File: src/rtl/ram_ctrl_pkg.sv
// Shared definitions for the block-RAM burst controller.
//   state_t   : controller FSM states
//   RAM_DW/AW : word and address width of the attached single-port RAM
//   CMD_*     : encoding of the cmd_rw command bit
package ram_ctrl_pkg;
    localparam int   RAM_DW    = 8;
    localparam int   RAM_AW    = 8;
    localparam logic CMD_WRITE = 1'b1;
    localparam logic CMD_READ  = 1'b0;

    typedef enum logic [1:0] {IDLE, WRITE, READ, DRAIN} state_t;
endpackage

File: src/rtl/rd_skid_buf.sv
// Two-entry FIFO that collects RAM read words and presents them to the
// read stream.
//   clk, rst  : clock, asynchronous active-high reset
//   push, din : store din at the tail
//   pop       : drop the head entry (caller guarantees count != 0)
//   head      : current head entry (zero after reset)
//   count     : number of stored entries, 0..2
module rd_skid_buf #(
    parameter int DW = 8
) (
    input  logic          clk,
    input  logic          rst,
    input  logic          push,
    input  logic          pop,
    input  logic [DW-1:0] din,
    output logic [DW-1:0] head,
    output logic [1:0]    count
);
    logic [1:0][DW-1:0] mem;
    logic               rptr;
    logic               wptr;

    always_ff @(posedge clk or posedge rst) begin
        if (rst) begin
            mem   <= '0;
            rptr  <= 1'b0;
            wptr  <= 1'b0;
            count <= 2'd0;
        end else begin
            if (push) begin
                mem[wptr] <= din;
                wptr      <= ~wptr;
            end
            if (pop)
                rptr <= ~rptr;
            count <= count + {1'b0, push} - {1'b0, pop};
        end
    end

    assign head = mem[rptr];
endmodule

File: src/rtl/ram_burst_ctrl.sv
// Burst access engine in front of a single-port block RAM (1-cycle read
// latency). One command at a time: start address, length-1, direction.
//   CLK, RST                     : clock, asynchronous active-high reset
//   cmd_valid/ready/rw/addr/len  : command handshake (len = words - 1)
//   wr_data/valid/ready          : write stream into the RAM
//   rd_data/valid/ready          : read stream out of the RAM
//   busy, done                   : activity flag, one-cycle completion pulse
//   ram_en/we/addr/din, ram_dout : RAM pins
module ram_burst_ctrl
    import ram_ctrl_pkg::*;
#(
    parameter int DW = RAM_DW,
    parameter int AW = RAM_AW
) (
    input  logic          CLK,
    input  logic          RST,
    input  logic          cmd_valid,
    output logic          cmd_ready,
    input  logic          cmd_rw,
    input  logic [AW-1:0] cmd_addr,
    input  logic [AW-1:0] cmd_len,
    input  logic [DW-1:0] wr_data,
    input  logic          wr_valid,
    output logic          wr_ready,
    output logic [DW-1:0] rd_data,
    output logic          rd_valid,
    input  logic          rd_ready,
    output logic          busy,
    output logic          done,
    output logic          ram_en,
    output logic          ram_we,
    output logic [AW-1:0] ram_addr,
    output logic [DW-1:0] ram_din,
    input  logic [DW-1:0] ram_dout
);
    state_t        state;
    logic [AW-1:0] cur;
    logic [AW-1:0] rem;
    logic          inflight;   // a read was issued last cycle; ram_dout is valid now
    logic [1:0]    count;
    logic [1:0]    occ_next;
    logic          wr_beat;
    logic          issue;
    logic          pop;

    // Everything below is derived from registered state, so RST forces the
    // RAM pins and stream handshakes low without waiting for a clock edge.
    assign cmd_ready = (state == IDLE);
    assign busy      = (state != IDLE);
    assign wr_ready  = (state == WRITE);
    assign wr_beat   = wr_ready & wr_valid;
    assign rd_valid  = (count != 2'd0);
    assign pop       = rd_valid & rd_ready;

    // Buffer occupancy after this edge: the landing word enters, a popped
    // word leaves. Issuing only while that stays below 2 guarantees room for
    // every in-flight word and still allows one issue per cycle when the
    // consumer drains one word per cycle.
    assign occ_next = count + {1'b0, inflight} - {1'b0, pop};
    assign issue    = (state == READ) && (occ_next < 2'd2);

    assign ram_en   = wr_beat | issue;
    assign ram_we   = wr_beat;
    assign ram_addr = cur;
    assign ram_din  = wr_ready ? wr_data : '0;

    always_ff @(posedge CLK or posedge RST) begin
        if (RST) begin
            state    <= IDLE;
            cur      <= '0;
            rem      <= '0;
            inflight <= 1'b0;
            done     <= 1'b0;
        end else begin
            done     <= 1'b0;
            inflight <= issue;
            case (state)
                IDLE: if (cmd_valid) begin
                    cur   <= cmd_addr;
                    rem   <= cmd_len;
                    state <= (cmd_rw == CMD_WRITE) ? WRITE : READ;
                end
                WRITE: if (wr_beat) begin
                    cur <= cur + 1'b1;
                    rem <= rem - 1'b1;
                    if (rem == '0) begin
                        state <= IDLE;
                        done  <= 1'b1;
                    end
                end
                READ: if (issue) begin
                    cur <= cur + 1'b1;
                    rem <= rem - 1'b1;
                    if (rem == '0)
                        state <= DRAIN;
                end
                DRAIN: if (!inflight && count == 2'd0) begin
                    state <= IDLE;
                    done  <= 1'b1;
                end
                default: state <= IDLE;
            endcase
        end
    end

    rd_skid_buf #(.DW(DW)) u_rd_buf (
        .clk   (CLK),
        .rst   (RST),
        .push  (inflight),
        .pop   (pop),
        .din   (ram_dout),
        .head  (rd_data),
        .count (count)
    );
endmodule
File: config.mk
export PLATFORM = sky130hd
export DESIGN_NAME = ram_burst_ctrl
export DESIGN_NICKNAME = d
export VERILOG_FILES = /design/src/rtl/ram_ctrl_pkg.sv /design/src/rtl/rd_skid_buf.sv /design/src/rtl/ram_burst_ctrl.sv
export SDC_FILE = /design/constraint.sdc
export NUM_CORES = 1
export LEC_CHECK = 0
export CORE_UTILIZATION = 51
export DETAILED_ROUTE_END_ITERATION = 8
export PLACE_DENSITY = 0.85
export REMOVE_ABC_BUFFERS = 1
export SLEW_MARGIN = 25
export SYNTH_ARGS = -nofsm -noshare
export SYNTH_HDL_FRONTEND = slang
export SYNTH_HIERARCHICAL = 1
export SYNTH_SLANG_ARGS = --single-unit
File: constraint.sdc
create_clock -name CLK -period 6.5 [get_ports CLK]
set_clock_uncertainty 0.1 [all_clocks]
set_input_delay 1.3 -clock CLK [delete_from_list [all_inputs] [get_ports CLK]]
set_output_delay 1.3 -clock CLK [all_outputs]
set_load 0.05 [all_outputs]
==> results of run 1 <==
==> layout make-up <==
| type | instances | area (sq um) | area share |
|---|---|---|---|
| clock buffer | 6 | 82.6 | 0.0265 |
| clock inverter | 2 | 10.0 | 0.00321 |
| tap | 52 | 65.1 | 0.0209 |
| timing repair buffer | 69 | 688 | 0.221 |
| multi-input combinational | 159 | 1210 | 0.389 |
| sequential | 40 | 1000 | 0.321 |
| inverter | 16 | 60.1 | 0.0193 |
==> Yosys cell counts <==
| cell | count | area [sq um] |
|---|---|---|
| sky130_fd_sc_hd__a21boi_4 | 1 | 18.8 |
| sky130_fd_sc_hd__mux2i_1 | 6 | 60.1 |
| sky130_fd_sc_hd__o21ai_1 | 3 | 15.0 |
| sky130_fd_sc_hd__clkbuf_1 | 5 | 18.8 |
| sky130_fd_sc_hd__a21oi_1 | 12 | 60.1 |
| sky130_fd_sc_hd__nor3_1 | 4 | 20.0 |
| sky130_fd_sc_hd__a2bb2oi_1 | 3 | 26.3 |
| sky130_fd_sc_hd__nand2b_1 | 1 | 6.26 |
| sky130_fd_sc_hd__nor2_1 | 8 | 30.0 |
| sky130_fd_sc_hd__nor2b_1 | 4 | 25.0 |
| sky130_fd_sc_hd__o32ai_1 | 2 | 17.5 |
| sky130_fd_sc_hd__nand2_1 | 15 | 56.3 |
| sky130_fd_sc_hd__nand3_1 | 7 | 35.0 |
| sky130_fd_sc_hd__buf_6 | 3 | 33.8 |
| sky130_fd_sc_hd__xor2_1 | 2 | 17.5 |
| sky130_fd_sc_hd__a211o_1 | 1 | 8.76 |
| sky130_fd_sc_hd__nor4b_1 | 1 | 8.76 |
| sky130_fd_sc_hd__o221a_2 | 1 | 11.3 |
| sky130_fd_sc_hd__o2111ai_1 | 3 | 26.3 |
| sky130_fd_sc_hd__o31ai_1 | 2 | 15.0 |
| sky130_fd_sc_hd__a211oi_1 | 3 | 22.5 |
| sky130_fd_sc_hd__or3_1 | 3 | 18.8 |
| sky130_fd_sc_hd__xnor2_1 | 3 | 26.3 |
| sky130_fd_sc_hd__nand3b_4 | 1 | 20.0 |
| sky130_fd_sc_hd__ha_1 | 10 | 125 |
| sky130_fd_sc_hd__nand2_2 | 1 | 6.26 |
| sky130_fd_sc_hd__nor2b_4 | 1 | 13.8 |
| sky130_fd_sc_hd__xnor2_2 | 1 | 16.3 |
| sky130_fd_sc_hd__inv_1 | 16 | 60.1 |
| sky130_fd_sc_hd__buf_2 | 1 | 5.00 |
| sky130_fd_sc_hd__dfrtp_1 | 40 | 1000 |
| sky130_fd_sc_hd__o21ai_0 | 12 | 60.1 |
| sky130_fd_sc_hd__and2b_1 | 1 | 7.51 |
| sky130_fd_sc_hd__and3_4 | 1 | 11.3 |
| sky130_fd_sc_hd__nand3_2 | 1 | 10.0 |
| sky130_fd_sc_hd__or2_2 | 1 | 6.26 |
| sky130_fd_sc_hd__o21ai_2 | 1 | 8.76 |
| sky130_fd_sc_hd__xor2_2 | 1 | 16.3 |
| sky130_fd_sc_hd__nor4_1 | 1 | 6.26 |
| sky130_fd_sc_hd__mux2_2 | 24 | 270 |
| sky130_fd_sc_hd__nor3b_1 | 2 | 15.0 |
| sky130_fd_sc_hd__and2_1 | 9 | 56.3 |
| sky130_fd_sc_hd__o22ai_1 | 6 | 37.5 |
==> registers in the layout, summed over array words and instances, names as in the netlist <==
register        cells
done                1
u_rd_buf/rptr       1
state               2
u_rd_buf/mem       16
rem                 8
u_rd_buf/count      2
ram_addr            8
u_rd_buf/wptr       1
inflight            1
==> per-layer routing <==
layer / vias up / global-route usage
met5: - / 0
met4: 0 / 0.0499
met3: 5 / 0.0698
met2: 67 / 0.368
met1: 872 / 0.280
li1: 927 / -
==> worst max-delay path by stage <==
stage	start	endpoint	slack (ns)	depth (start not counted)
floorplan	rd_ready	ram_en	1.84	5
detailed placement	rd_ready	ram_en	1.44	7
global route	rd_ready	ram_en	1.30	7
CTS	rd_ready	ram_en	1.44	7
finish	rd_ready	ram_en	1.45	7
global placement	rd_ready	ram_en	1.51	7
==> worst max-delay path, cell delays in order <==
cell and delay (ns):
sky130_fd_sc_hd__clkdlybuf4s50_1 0.44, sky130_fd_sc_hd__and2_1 0.20, sky130_fd_sc_hd__ha_1 0.25, sky130_fd_sc_hd__and2b_1 0.26, sky130_fd_sc_hd__xnor2_1 0.17, sky130_fd_sc_hd__o21ai_0 0.19
sky130_fd_sc_hd__clkdlybuf4s50_1 0.83
==> logic make-up (layout without fill, tap and decap cells) <==
kind of cell,after synthesis,count (layout),share of synthesized area
adder cells (fa/ha/maj),10,10,0.0537
flip-flops,40,40,0.429
AO/OA/AOI/OAI,50,50,0.141
buffers and inverters,25,93,0.0505
XOR/XNOR,7,7,0.0328
multiplexers,30,30,0.142
AND/OR/NAND/NOR,62,62,0.151
==> metrics by stage <==
step,utilization,worst slack (ns),cell area (sq um),std cells,hold WS [ns]
after floorplan,-,1.84,2270,215,0.374
after global placement,0.690,1.51,3030,336,0.384
after detailed placement,0.690,1.44,3030,336,0.389
after CTS,0.711,1.44,3120,344,0.408
after global routing,0.711,1.30,3120,344,0.423
final,0.711,1.45,3120,344,0.404
==> results.rst, run 1 <==
.. list-table::
   :header-rows: 1

   * - Metric
     - Value
   * - Outcome
     - finished, final reports clean
   * - Drt total wl
     - 4.94 mm
   * - Top-Level Pins
     - 69
   * - Hold Path End
     - u_rd_buf/mem[13]$_DFFE_PP0P_
   * - Instance count of the mapped netlist
     - 224
   * - Largest driver fanout on the critical path
     - 4
   * - Wire length of the first global-routing pass
     - 8.49 mm
   * - Clock latency of the later-clocked register in the worst-skew pair
     - 0.29 ns
   * - Clock root buffer
     - sky130_fd_sc_hd__clkbuf_8
   * - Fillers
     - 341
   * - Initial core utilization
     - 0.532
   * - Total number of placement rows
     - 24
   * - Type of the worst setup path
     - primary input to output port
   * - Number of buffers between clock root and the deepest sink
     - 2
   * - Transition time at the pin with the least slew margin
     - 0.784 ns
   * - Cells on worst reg2reg path
     - 8
   * - Weighted congestion at the end of routability-driven global placement
     - 0.759
   * - Chip width
     - 69.6 um
   * - Sort of element at the end of the critical path
     - output port
   * - Launch instance of the worst register-to-register path
     - u_rd_buf/count[1]$_DFF_PP0_
   * - Top routing layer in use
     - met4
   * - Number of buffers added for setup after CTS
     - 0
   * - Unrepaired setup endpoints after global routing
     - false
   * - Data arrival, critical path
     - 3.65 ns
   * - Post-Synthesis Cell Area
     - 0.00233 sq mm
   * - Reg2Reg Setup Slack
     - 3.63 ns
   * - Met3 WL
     - 334 um
   * - Post-cts gate resize count
     - 0
   * - Portion of the clock cycle consumed by the worst path in the final layout
     - 0.777
   * - Die Outline Area
     - 0.00484 sq mm
   * - Clock-pin slew of the registers on the worst-case setup and hold paths
     - 0.08 ns
   * - Total count of hold-check failures in the final report
     - 0
   * - Endpoint of the most critical register-to-register path
     - rem[2]$_DFFE_PP0P_
   * - Number of detailed-routing iterations run before antenna repair
     - 5
   * - Global-route usage over all layers
     - 0.221
   * - Vias in the first global route
     - 1818
   * - Detailed Place HPWL
     - 3.60 mm
   * - Vias/cell
     - 5.44
   * - Area added between synthesis and finish
     - 33.8%
   * - Total of warnings raised by yosys
     - 6
   * - F_max
     - 198 MHz
   * - Final layout net count
     - 339
   * - Sum of met2 wire segment lengths after detailed routing
     - 2.38 mm
   * - Worst hold path type
     - flop to flop
   * - Number of remaining DRC errors
     - 0
   * - CTS tree
     - yes
   * - Startpoint Class
     - primary input
   * - Final critical-path required period
     - 5.05 ns
   * - Number of flip-flops and latches in the synthesized netlist
     - 40
   * - Gr ovfl total
     - 0
   * - Initial antenna violation count
     - 0
   * - Worst hold stages
     - 1
   * - DR vias
     - 1871
   * - Normalized max-slew margin
     - 0.477
   * - Syn avg cell area
     - 10.4 sq um
   * - Distinct cell type count after synthesis
     - 43
   * - Number of buffers created by CTS
     - 5
   * - Post-CTS Hold Buffers
     - 0
   * - Top library cells by usage in the layout, fill and taps aside
     - sky130_fd_sc_hd__clkdlybuf4s50_1 (68), sky130_fd_sc_hd__dfrtp_1 (40), sky130_fd_sc_hd__mux2_2 (24)
   * - Initial DRC count
     - 79
   * - Number of H-tree levels
     - 2
   * - Maximum number of pins on one net before global-route repair
     - 39
   * - Setup violators final
     - 0
   * - Reported max-cap violation count
     - 0
   * - Setup total negative slack
     - 0 ns
   * - Buffers added on ports
     - 68
   * - Average detailed-routed wire length per instance
     - 14.3 um
   * - Antenna violation net count after detailed routing
     - 0
   * - # diodes
     - 0
   * - Sequential fraction of the synthesis area
     - 0.429
   * - Final Slew Violations
     - 0
   * - Beginning of the worst hold path
     - u_rd_buf/mem[13]$_DFFE_PP0P_
   * - Area of the core
     - 0.00438 sq mm
   * - M1 WL
     - 2.18 mm
   * - Required time at the endpoint of the critical path
     - 5.10 ns
   * - Most common library cell in the layout ignoring fill and taps
     - sky130_fd_sc_hd__clkdlybuf4s50_1
   * - Die Y
     - 69.6 um
   * - Number of sinks handled by clock tree synthesis
     - 40
   * - Fraction of layout cells with a size suffix above 1
     - 0.151
Power of run 1 is left out: the tool's default activity adds up to more than one toggle a clock period on the data nets, which glitch-free logic cannot reach.
==> run 2: changes to the inputs <==
--- a/config.mk
+++ b/config.mk
@@ -5,9 +5,9 @@
 export SDC_FILE = /design/constraint.sdc
 export NUM_CORES = 1
 export LEC_CHECK = 0
-export CORE_UTILIZATION = 51
+export CORE_UTILIZATION = 47
 export DETAILED_ROUTE_END_ITERATION = 8
-export PLACE_DENSITY = 0.85
+export PLACE_DENSITY = 0.8
 export REMOVE_ABC_BUFFERS = 1
 export SLEW_MARGIN = 25
 export SYNTH_ARGS = -nofsm -noshare
==> constraint.sdc (replaced) <==
create_clock -name CLK -period 5 [get_ports CLK]
set_clock_uncertainty 0.1 [all_clocks]
set_input_delay 1 -clock CLK [delete_from_list [all_inputs] [get_ports CLK]]
set_output_delay 1 -clock CLK [all_outputs]
set_load 0.05 [all_outputs]
==> run 2 against run 1 <==
Effect of this change:
- count of clock-buffer cells in the layout down 1
- non-clock buffer count stayed put
- via count up 0.43%
- critical path depth is the same
- largest cell class unchanged
- first-iteration DRC count increased by 3.8%
- global-route usage is 1.8 points lower
- register-to-register slack worse by 1.5 ns
==> results.rst, run 2 (synthesis gave the netlist of run 1 again) <==
.. list-table::
   :header-rows: 1

   * - Metric
     - Value
   * - Met3 WL
     - 274 um (-18%)
   * - Hold Path End
     - u_rd_buf/mem[13]$_DFFE_PP0P_
   * - Startpoint Class
     - primary input
   * - Transition time at the pin with the least slew margin
     - 0.804 ns (+0.0204 ns)
   * - Number of sinks handled by clock tree synthesis
     - 40 (unchanged)
   * - Final core occ
     - 0.664 (-0.0475)
   * - Post-cts gate resize count
     - 0 (unchanged)
   * - CTS tree
     - yes
   * - Most common library cell in the layout ignoring fill and taps
     - sky130_fd_sc_hd__clkdlybuf4s50_1
   * - # diodes
     - 0 (unchanged)
   * - Detailed Place HPWL
     - 3.60 mm (+0.24%)
   * - Antenna violation net count after detailed routing
     - 0 (unchanged)
   * - Maximum number of pins on one net before global-route repair
     - 39 (unchanged)
   * - Clock root buffer
     - sky130_fd_sc_hd__clkbuf_8
   * - Data arrival, critical path
     - 3.30 ns (-0.35 ns)
   * - Number of buffers added for setup after CTS
     - 0 (unchanged)
   * - Final critical-path required period
     - 4.40 ns
   * - Worst hold path type
     - flop to flop
   * - Register name with the most flops
     - u_rd_buf/mem
   * - Initial antenna violation count
     - 0 (unchanged)
   * - Hold Worst Slack
     - 0.407 ns (+0.00279 ns)
   * - Area of combinational cells with multiple inputs
     - 0.00121 sq mm (unchanged)
   * - Setup slack after layout
     - 0.598 ns (-0.851 ns)
   * - Number of buffers created by CTS
     - 5 (unchanged)
   * - Number of H-tree levels
     - 2 (unchanged)
   * - Die Y
     - 72.4 um (+4.1%)
   * - Fraction of layout cells with a size suffix above 1
     - 0.151 (unchanged)
   * - Fillers
     - 396 (+16%)
   * - Buffers added on ports
     - 68 (unchanged)
   * - Final layout net count
     - 339 (unchanged)
   * - Clock-pin slew of the registers on the worst-case setup and hold paths
     - 0.08 ns (about the same)
   * - Portion of the clock cycle consumed by the worst path in the final layout
     - 0.880
   * - Vias in the first global route
     - 1791 (-1.5%)
   * - Chip width
     - 72.4 um (+4.1%)
   * - Required time at the endpoint of the critical path
     - 3.90 ns (-1.20 ns)
   * - Initial DRC count
     - 82 (+3.8%)
   * - Setup total negative slack
     - 0 ns (unchanged)
   * - Top-Level Pins
     - 69 (unchanged)
   * - Type of the worst setup path
     - primary input to output port
   * - Beginning of the worst hold path
     - u_rd_buf/mem[13]$_DFFE_PP0P_
   * - Average detailed-routed wire length per instance
     - 13.7 um (-4.8%)
   * - Setup WS pre-CTS
     - 0.600 ns (-0.843 ns)
   * - Initial core utilization
     - 0.490 (-0.0414)
   * - Area added between synthesis and finish
     - 35.4%
   * - Number of buffers between clock root and the deepest sink
     - 2 (unchanged)
   * - Reg2Reg Setup Slack
     - 2.15 ns (-1.48 ns)
   * - Gr ovfl total
     - 0 (unchanged)
   * - DR vias
     - 1879 (+0.43%)
   * - Number of detailed-routing iterations run before antenna repair
     - 4 (-1)
   * - Number of remaining DRC errors
     - 0 (unchanged)
   * - Die Outline Area
     - 0.00525 sq mm (+8.3%)
   * - Launch instance of the worst register-to-register path
     - u_rd_buf/count[1]$_DFF_PP0_
   * - Top routing layer in use
     - met4
   * - Setup violators final
     - 0 (unchanged)
   * - Sort of element at the end of the critical path
     - output port
   * - Sequential cell area
     - 0.00100 sq mm (unchanged)
   * - Final Slew Violations
     - 0 (unchanged)
   * - M1 WL
     - 2.07 mm (-5.2%)
   * - Outcome
     - finished, final reports clean
   * - Drt total wl
     - 4.90 mm (-0.63%)
   * - Cells on worst reg2reg path
     - 8 (unchanged)
   * - Wire length of the first global-routing pass
     - 8.14 mm (-4.1%)
   * - Clock latency of the later-clocked register in the worst-skew pair
     - 0.29 ns (about the same)
   * - Area of the core
     - 0.00475 sq mm (+8.4%)
   * - Weighted congestion at the end of routability-driven global placement
     - 0.728 (-4.0%)
   * - Vias/cell
     - 5.23 (-3.8%)
   * - Unrepaired setup endpoints after global routing
     - false
   * - F_max
     - 227 MHz
   * - Reported max-cap violation count
     - 0 (unchanged)
   * - Worst hold stages
     - 1 (unchanged)
   * - Number of flip-flops in the largest register
     - 16 (unchanged)
   * - Total count of hold-check failures in the final report
     - 0 (unchanged)
   * - Top library cells by usage in the layout, fill and taps aside
     - sky130_fd_sc_hd__clkdlybuf4s50_1 (68), sky130_fd_sc_hd__dfrtp_1 (40), sky130_fd_sc_hd__mux2_2 (24)
   * - Post-CTS Hold Buffers
     - 0 (unchanged)
   * - Normalized max-slew margin
     - 0.463 (-0.0136)
   * - Sum of met2 wire segment lengths after detailed routing
     - 2.49 mm (+4.6%)
   * - Endpoint of the most critical register-to-register path
     - rem[2]$_DFFE_PP0P_
   * - Largest driver fanout on the critical path
     - 4 (unchanged)
   * - Global-route usage over all layers
     - 0.203 (-0.0178)
   * - Total number of placement rows
     - 25 (+4.2%)
[run 2: worst max-delay path, stage by stage]
cell and delay [ns]:
sky130_fd_sc_hd__clkdlybuf4s50_1 0.39, sky130_fd_sc_hd__and2_1 0.17, sky130_fd_sc_hd__ha_1 0.28, sky130_fd_sc_hd__and2b_1 0.21, sky130_fd_sc_hd__xnor2_1 0.40, sky130_fd_sc_hd__o21ai_0 0.14
sky130_fd_sc_hd__clkdlybuf4s50_1 0.72
[run 2: worst max-delay path by stage]
stage,from,to,cells after the start
3_5_place_dp,rd_ready,ram_en,7
5_1_grt,rd_ready,ram_en,7
4_1_cts,rd_ready,ram_en,7
6_report,rd_ready,ram_en,7
3_3_place_gp,rd_ready,ram_en,7
2_1_floorplan,rd_ready,ram_en,5
[run 2: metal layers]
layer	up-vias	GRT usage
met3	7	0.0486
met5	-	0
met1	894	0.247
met2	56	0.351
li1	922	-
met4	0	0.0719
[run 2: final cells by class]
type	instances	share of cell area
clock buffers	5	0.0218
well taps	67	0.0266
repair buffers	69	0.218
flip-flops and latches	40	0.317
clock inverters	3	0.0135
multi-input cells	159	0.384
inverters	16	0.0190
[run 2: per-stage QoR]
step,cells,cell area [sq um]
final,359,3160
after global routing,359,3160
after CTS,359,3160
after detailed placement,351,3050
after global placement,351,3050
after floorplan,215,2270
Power of run 2 is left out for the same reason.
